File: src/rtl/mips_pkg.sv
// mips_pkg: encoding constants shared by the program loader and the control
// unit decoder of the single-cycle MIPS core.
//   - funct field values for the supported R-type instructions
//   - primary opcode values (R-type, ADDI, LW, SW)
//   - loader request mnemonic codes (IN_OP)
//   - loader state encoding
//   - word-assembly helpers for the R-type and I-type formats
package mips_pkg;

  // funct field (bits 5:0) of R-type instructions
  localparam logic [5:0] FUNCT_ADD = 6'h20;
  localparam logic [5:0] FUNCT_SUB = 6'h22;
  localparam logic [5:0] FUNCT_AND = 6'h24;
  localparam logic [5:0] FUNCT_OR  = 6'h25;
  localparam logic [5:0] FUNCT_SLT = 6'h2A;

  // Primary opcode field (bits 31:26)
  localparam logic [5:0] OPC_RTYPE = 6'h00;
  localparam logic [5:0] OPC_ADDI  = 6'h08;
  localparam logic [5:0] OPC_LW    = 6'h23;
  localparam logic [5:0] OPC_SW    = 6'h2B;

  // Loader request mnemonics; 8..15 are illegal
  localparam logic [3:0] OP_ADD  = 4'd0;
  localparam logic [3:0] OP_SUB  = 4'd1;
  localparam logic [3:0] OP_AND  = 4'd2;
  localparam logic [3:0] OP_OR   = 4'd3;
  localparam logic [3:0] OP_SLT  = 4'd4;
  localparam logic [3:0] OP_ADDI = 4'd5;
  localparam logic [3:0] OP_LW   = 4'd6;
  localparam logic [3:0] OP_SW   = 4'd7;

  // Loader session state
  typedef enum logic [1:0] {
    ST_IDLE = 2'd0,
    ST_LOAD = 2'd1,
    ST_DONE = 2'd2
  } load_state_e;

  // R-type word: {opcode 0, rs, rt, rd, shamt 0, funct}
  function automatic logic [31:0] r_word(input logic [4:0] rs, input logic [4:0] rt,
                                         input logic [4:0] rd, input logic [5:0] funct);
    return {OPC_RTYPE, rs, rt, rd, 5'h00, funct};
  endfunction

  // I-type word: {opcode, rs, rt, imm}
  function automatic logic [31:0] i_word(input logic [5:0] opc, input logic [4:0] rs,
                                         input logic [4:0] rt, input logic [15:0] imm);
    return {opc, rs, rt, imm};
  endfunction

endpackage

File: src/rtl/mips_instr_pack.sv
// mips_instr_pack: combinational encoder from a symbolic request to a 32-bit
// MIPS instruction word.
// Ports:
//   op    in  4   request mnemonic (mips_pkg OP_* codes)
//   rs    in  5   source register
//   rt    in  5   second register (destination for ADDI/LW, data for SW)
//   rd    in  5   destination register, R-type only
//   imm   in  16  immediate / offset, I-type only
//   word  out 32  encoded instruction (zero when illegal)
//   legal out 1   op is one of the supported mnemonics
module mips_instr_pack
  import mips_pkg::*;
(
  input  logic [3:0]  op,
  input  logic [4:0]  rs,
  input  logic [4:0]  rt,
  input  logic [4:0]  rd,
  input  logic [15:0] imm,
  output logic [31:0] word,
  output logic        legal
);

  // Mnemonic to instruction-word encoder
  always_comb begin
    word  = 32'h0000_0000;
    legal = 1'b1;
    case (op)
      OP_ADD:  word = r_word(rs, rt, rd, FUNCT_ADD);
      OP_SUB:  word = r_word(rs, rt, rd, FUNCT_SUB);
      OP_AND:  word = r_word(rs, rt, rd, FUNCT_AND);
      OP_OR:   word = r_word(rs, rt, rd, FUNCT_OR);
      OP_SLT:  word = r_word(rs, rt, rd, FUNCT_SLT);
      OP_ADDI: word = i_word(OPC_ADDI, rs, rt, imm);
      OP_LW:   word = i_word(OPC_LW, rs, rt, imm);
      OP_SW:   word = i_word(OPC_SW, rs, rt, imm);
      default: begin
        word  = 32'h0000_0000;
        legal = 1'b0;
      end
    endcase
  end

endmodule

File: src/rtl/mips_prog_loader.sv
// mips_prog_loader: accepts symbolic instruction requests over a valid/ready
// handshake, encodes them and writes them to consecutive instruction-memory
// word addresses through a registered write port.
// Ports:
//   CLK, RST_N           clock (rising edge), asynchronous active-low reset
//   START, FINISH        single-cycle pulses opening / closing a session
//   IN_VALID, IN_READY   request handshake
//   IN_OP/RS/RT/RD/IMM   request fields
//   IMEM_WE/ADDR/WDATA   registered instruction-memory write port
//   WORD_COUNT           words written this session (0..DEPTH)
//   BUSY, DONE           session open / session closed
//   ERR                  sticky: illegal mnemonic seen this session
module mips_prog_loader
  import mips_pkg::*;
#(
  parameter int unsigned ADDR_W = 8
) (
  input  logic              CLK,
  input  logic              RST_N,
  input  logic              START,
  input  logic              FINISH,
  input  logic              IN_VALID,
  output logic              IN_READY,
  input  logic [3:0]        IN_OP,
  input  logic [4:0]        IN_RS,
  input  logic [4:0]        IN_RT,
  input  logic [4:0]        IN_RD,
  input  logic [15:0]       IN_IMM,
  output logic              IMEM_WE,
  output logic [ADDR_W-1:0] IMEM_ADDR,
  output logic [31:0]       IMEM_WDATA,
  output logic [ADDR_W:0]   WORD_COUNT,
  output logic              BUSY,
  output logic              DONE,
  output logic              ERR
);

  localparam logic [ADDR_W:0] DEPTH_C = {1'b1, {ADDR_W{1'b0}}};
  localparam logic [ADDR_W:0] ONE_C   = {{ADDR_W{1'b0}}, 1'b1};

  load_state_e       state_r, state_s;
  logic [ADDR_W:0]   count_r, count_s;
  logic              err_r, err_s;
  logic              we_r, we_s;
  logic [ADDR_W-1:0] addr_r, addr_s;
  logic [31:0]       wdata_r, wdata_s;
  logic              ready_r, ready_s;
  logic              busy_r, busy_s;
  logic              done_r, done_s;
  logic [31:0]       word_s;
  logic              legal_s;
  logic              accept_s;

  mips_instr_pack u_pack (
    .op    (IN_OP),
    .rs    (IN_RS),
    .rt    (IN_RT),
    .rd    (IN_RD),
    .imm   (IN_IMM),
    .word  (word_s),
    .legal (legal_s)
  );

  // ready_r already encodes "in LOAD and not full", so no path from IN_VALID
  // or IN_OP reaches IN_READY.
  assign accept_s = IN_VALID & ready_r;

  // Next-state, counter, error and write-port logic
  always_comb begin
    state_s = state_r;
    count_s = count_r;
    err_s   = err_r;
    we_s    = 1'b0;
    addr_s  = addr_r;
    wdata_s = wdata_r;
    case (state_r)
      ST_IDLE, ST_DONE: begin
        // START opens a fresh session and wins over a concurrent FINISH
        if (START) begin
          state_s = ST_LOAD;
          count_s = '0;
          err_s   = 1'b0;
        end else begin
          state_s = state_r;
        end
      end
      ST_LOAD: begin
        if (accept_s) begin
          if (legal_s) begin
            // The count doubles as the write pointer; it never wraps.
            we_s    = 1'b1;
            addr_s  = count_r[ADDR_W-1:0];
            wdata_s = word_s;
            count_s = count_r + ONE_C;
          end else begin
            err_s   = 1'b1;
          end
        end else begin
          count_s = count_r;
        end
        if (FINISH || (count_s == DEPTH_C)) begin
          state_s = ST_DONE;
        end else begin
          state_s = ST_LOAD;
        end
      end
      default: begin
        state_s = ST_IDLE;
      end
    endcase
  end

  // Status outputs are decoded from the next state so they can be registered
  // and still change in the cycle after the triggering edge.
  always_comb begin
    ready_s = (state_s == ST_LOAD) && (count_s < DEPTH_C);
    busy_s  = (state_s == ST_LOAD);
    done_s  = (state_s == ST_DONE);
  end

  // State and output registers; reset drops any pending write
  always_ff @(posedge CLK or negedge RST_N) begin
    if (!RST_N) begin
      state_r <= ST_IDLE;
      count_r <= '0;
      err_r   <= 1'b0;
      we_r    <= 1'b0;
      addr_r  <= '0;
      wdata_r <= 32'h0000_0000;
      ready_r <= 1'b0;
      busy_r  <= 1'b0;
      done_r  <= 1'b0;
    end else begin
      state_r <= state_s;
      count_r <= count_s;
      err_r   <= err_s;
      we_r    <= we_s;
      addr_r  <= addr_s;
      wdata_r <= wdata_s;
      ready_r <= ready_s;
      busy_r  <= busy_s;
      done_r  <= done_s;
    end
  end

  assign IN_READY   = ready_r;
  assign IMEM_WE    = we_r;
  assign IMEM_ADDR  = addr_r;
  assign IMEM_WDATA = wdata_r;
  assign WORD_COUNT = count_r;
  assign BUSY       = busy_r;
  assign DONE       = done_r;
  assign ERR        = err_r;

endmodule

File: config.mk
export PLATFORM = sky130hd
export DESIGN_NAME = mips_prog_loader
export DESIGN_NICKNAME = d
export VERILOG_FILES = /design/src/rtl/mips_pkg.sv /design/src/rtl/mips_instr_pack.sv /design/src/rtl/mips_prog_loader.sv
export SDC_FILE = /design/constraint.sdc
export NUM_CORES = 1
export LEC_CHECK = 0
export ABC_AREA = 1
export BUFFER_PORTS_ARGS = -buffer_cell sky130_fd_sc_hd__buf_2
export CAP_MARGIN = 25
export CORE_MARGIN = 5
export CORE_UTILIZATION = 35
export DETAILED_ROUTE_END_ITERATION = 10
export GPL_TIMING_DRIVEN = 0
export PLACE_DENSITY_LB_ADDON = 0.12
export SLEW_MARGIN = 10
export SYNTH_ARGS = -nofsm -noshare
export SYNTH_HDL_FRONTEND = slang
export SYNTH_SLANG_ARGS = --single-unit
export TNS_END_PERCENT = 100
File: constraint.sdc
create_clock -name CLK -period 2.05 [get_ports CLK]
set_input_delay 0.1025 -clock CLK [delete_from_list [all_inputs] [get_ports CLK]]
set_output_delay 0.1025 -clock CLK [all_outputs]
set_load 0.02 [all_outputs]
==> flow_summary.yaml <==
run_status:
  status: "finished, final reports clean"
timing:
  slew_viol_final: 0
  period_minus_slack_ns: 1.754
  finalHoldViolCount: 0
  hold_slack_ns: 0.01225
  layout_setup_ws_ns: 0.2957
  rsz0062_at_grt: "false"
  fin_setup_tns_ns: 0
  fin_skew_ns: 0.004106
  setup_viol: 0
  worst_slew_pin_slew_ns: 0.7225
  max_slew_margin_pct: 51.83
  fin_crit_sh_pct: 85.57
  clock.fmax_ghz: 0.5700
cells_and_area:
  drive_above_1_share_pct: 33.67
  diodes: 0
  syn_to_final_growth_pct: 32.06
  final_core_util_pct: 47.37
  final_nets: 432
  stdcell_area_mm2: 0.003201
  finalNonFillerCells: 472
critical_path:
  cp_common_cell: "nand2_1"
  cp-start-kind: "flop"
  worst-path-buf-inv: 0
  slowest_delay_ns: 0.49
  end_kind: "flop"
  crit_family: "simple AND/OR/NAND/NOR gates"
  crit_chain: "ha_1, nand4_2, nor2_1, nand2_1, nand2_1, nand2_2, nor2_4, nand2_1, nand3_2, a21oi_2"
  crit_slowest_cell: "dfrtp_1"
  crit_path_start: "WORD_COUNT[0]$_DFFE_PN0P_"
  critPathMaxFanout: 6
  path_class: "flop to flop"
  r2r_slack_ns: 0.30
  timing.rr.start: "WORD_COUNT[0]$_DFFE_PN0P_"
  arrival_ns: 1.95
  cp.required_ns: 2.24
drt:
  viasPerCell: 4.729
  routedWlPerCell_um: 13.64
  dr_total_vias: 2232
  routed_wl_um: 6439
  antenna_left: 0
  first_iter_violations: 86
  drc: 0
  drt_first_pass_iters: 4
global_routing:
  overflow: 0
  grt_max_degree: 31
  grt_usage_pct: 14.83
  grt_pass1_vias: 2123
  grt_antenna_before_repair: 0
  grt_pass1_wl_um: 10290
place:
  place_congestion: 0.8105
  dp_cells: 455
  place_ws_ns: 0.3151
  hpwl_um: 4794
  placed_cell_area_mm2: 0.003003
  port_buffers: 91
clocking:
  cts_tree: "yes"
  clock-root-buffer: "clkbuf_8"
  cts_resized: 0
  cts.sinks: 52
  cts_inserted_buffers: 5
  htreeDepth: 2
  path_clk_slew_ns: 0.09
  cts_setup_buffers: 0
  worstSkewPairLatency_ns: 0.30
  cts_buffer_depth: 2
logic_synthesis:
  netlist-cell-type-count: 31
  synth_cells: 282
  synth-seq-cells: 52
  synth.top_cell.area_share_pct: 53.69
  synth_area_leaders: "dfrtp_1 54%, nand2_1 13%, o21ai_1 3.9%"
  avgSynthCellArea_um2: 8.594
  ys_warn_count: 0
  yosysSeqAreaShare_pct: 53.69
  synth_area_leader_cell: "dfrtp_1"
  syn_area_mm2: 0.002424
min_path:
  min-delay-start: "IN_RS[0]"
  hold_path_class: "primary input to flop"
floorplanning:
  io_pins: 94
  die_w_um: 93.22
  die_h_um: 93.22
  core_mm2: 0.006756
  dieArea_mm2: 0.008689
  std_cell_rows: 30
  start_util_pct: 35.87
power:
  p_leak_nw: 1.729
  power_density_mw_per_mm2: 1042
  vdd_drop_max_v: 0.0003624
  totalPowerFinal_mw: 3.334
run:
  timing.max_cap.violations: 0
-- timing repair --
item,4_1_cts,5_1_grt
hold endpoints to repair,37,0
setup endpoints to repair,0,0
hold buffers,9,0
-- path summary, 6_finish.rpt --
check,to,cells past startpoint
max,IN_READY$_DFF_PN0_,10
min,IMEM_WDATA[21]$_DFFE_PN0P_,3
max reg2reg,IN_READY$_DFF_PN0_,10
min reg2reg,IMEM_WDATA[22]$_DFFE_PN0P_,2
max in group asynchronous,IMEM_WDATA[16]$_DFFE_PN0P_,3
min in group asynchronous,IMEM_WDATA[9]$_DFFE_PN0P_,2
-- report_power, final --
part / total (mW) / internal [mW] / switching (mW) / leakage, nW
clock: 0.693 / 0.363 / 0.330 / 0.0552
combinational: 1.19 / 0.416 / 0.778 / 0.993
sequential: 1.45 / 1.29 / 0.154 / 0.681
-- flip-flops by register name (all words and copies together) (netlist names) --
register / cells
IMEM_ADDR: 8
IMEM_WDATA: 28
DONE: 1
state_r: 2
IN_READY: 1
BUSY: 1
ERR: 1
IMEM_WE: 1
WORD_COUNT: 9
-- per-layer routing --
layer / track usage, % / vias to the layer above / wire length [µm]
li1: - / 1122 / -
met1: 19.74 / 1029 / 2956
met2: 23.94 / 76 / 2955
met3: 4.103 / 5 / 470
met4: 3.663 / 0 / 57
met5: 0 / - / 0
-- cell type report --
| cell class | count | area (µm²) |
|---|---|---|
| Tap cell | 80 | 100.1 |
| Fill cell | 706 | 3556 |
| Buffer | 12 | 77.57 |
| Sequential cell | 52 | 1301 |
| Timing Repair Buffer | 101 | 565.5 |
| Inverter | 32 | 120.1 |
| Clock buffer | 6 | 72.57 |
| Clock inverter | 2 | 35.03 |
| Multi-Input combinational cell | 187 | 928.4 |
-- cell families (layout without fill, tap and decap cells) --
kind of cell | Yosys count | count (layout) | share of synthesized area (%)
buffers and inverters | 44 | 153 | 8.157
other | 1 | 2 | 0.1547
and+or+nand+nor | 139 | 139 | 26.23
xor gates and xnor gates | 1 | 1 | 0.3614
DFF | 52 | 52 | 53.69
adders and majority gates | 1 | 1 | 0.5162
AOI/OAI and AO/OA | 44 | 44 | 10.89
-- tightest hold or removal path, stage by stage --
cell and delay [ns]:
buf_2 0.07, nand2_1 0.04, nand2_1 0.06
-- Yosys cell counts --
| library cell | number |
|---|---|
| a21oi_1 | 2 |
| a21oi_2 | 2 |
| a22oi_1 | 1 |
| a31oi_1 | 6 |
| buf_2 | 2 |
| buf_4 | 6 |
| buf_6 | 1 |
| clkbuf_1 | 3 |
| clkinv_1 | 1 |
| conb_1 | 1 |
| dfrtp_1 | 52 |
| ha_1 | 1 |
| inv_1 | 25 |
| inv_2 | 6 |
| nand2_1 | 86 |
| nand2_2 | 3 |
| nand3_1 | 15 |
| nand3_2 | 4 |
| nand3b_1 | 1 |
| nand4_1 | 6 |
| nand4_2 | 1 |
| nor2_1 | 17 |
| nor2_2 | 2 |
| nor2_4 | 4 |
| o21ai_0 | 7 |
| o21ai_1 | 19 |
| o21bai_2 | 1 |
| o221ai_1 | 1 |
| o22ai_1 | 4 |
| o311ai_2 | 1 |
| xor2_1 | 1 |
-- placed cells by master (no fill, tap or decap), types with 5 or more instances in the layout --
cell type,instances
inv_2,6
inv_1,25
nand4_1,6
dfrtp_1,52
o21ai_1,19
a31oi_1,6
nand2_1,86
o21ai_0,7
nor2_1,17
nand3_1,15
clkbuf_8,5
dlygate4sd3_1,9
buf_4,6
buf_2,93
Note: power is estimated with default switching activity, not from simulation.
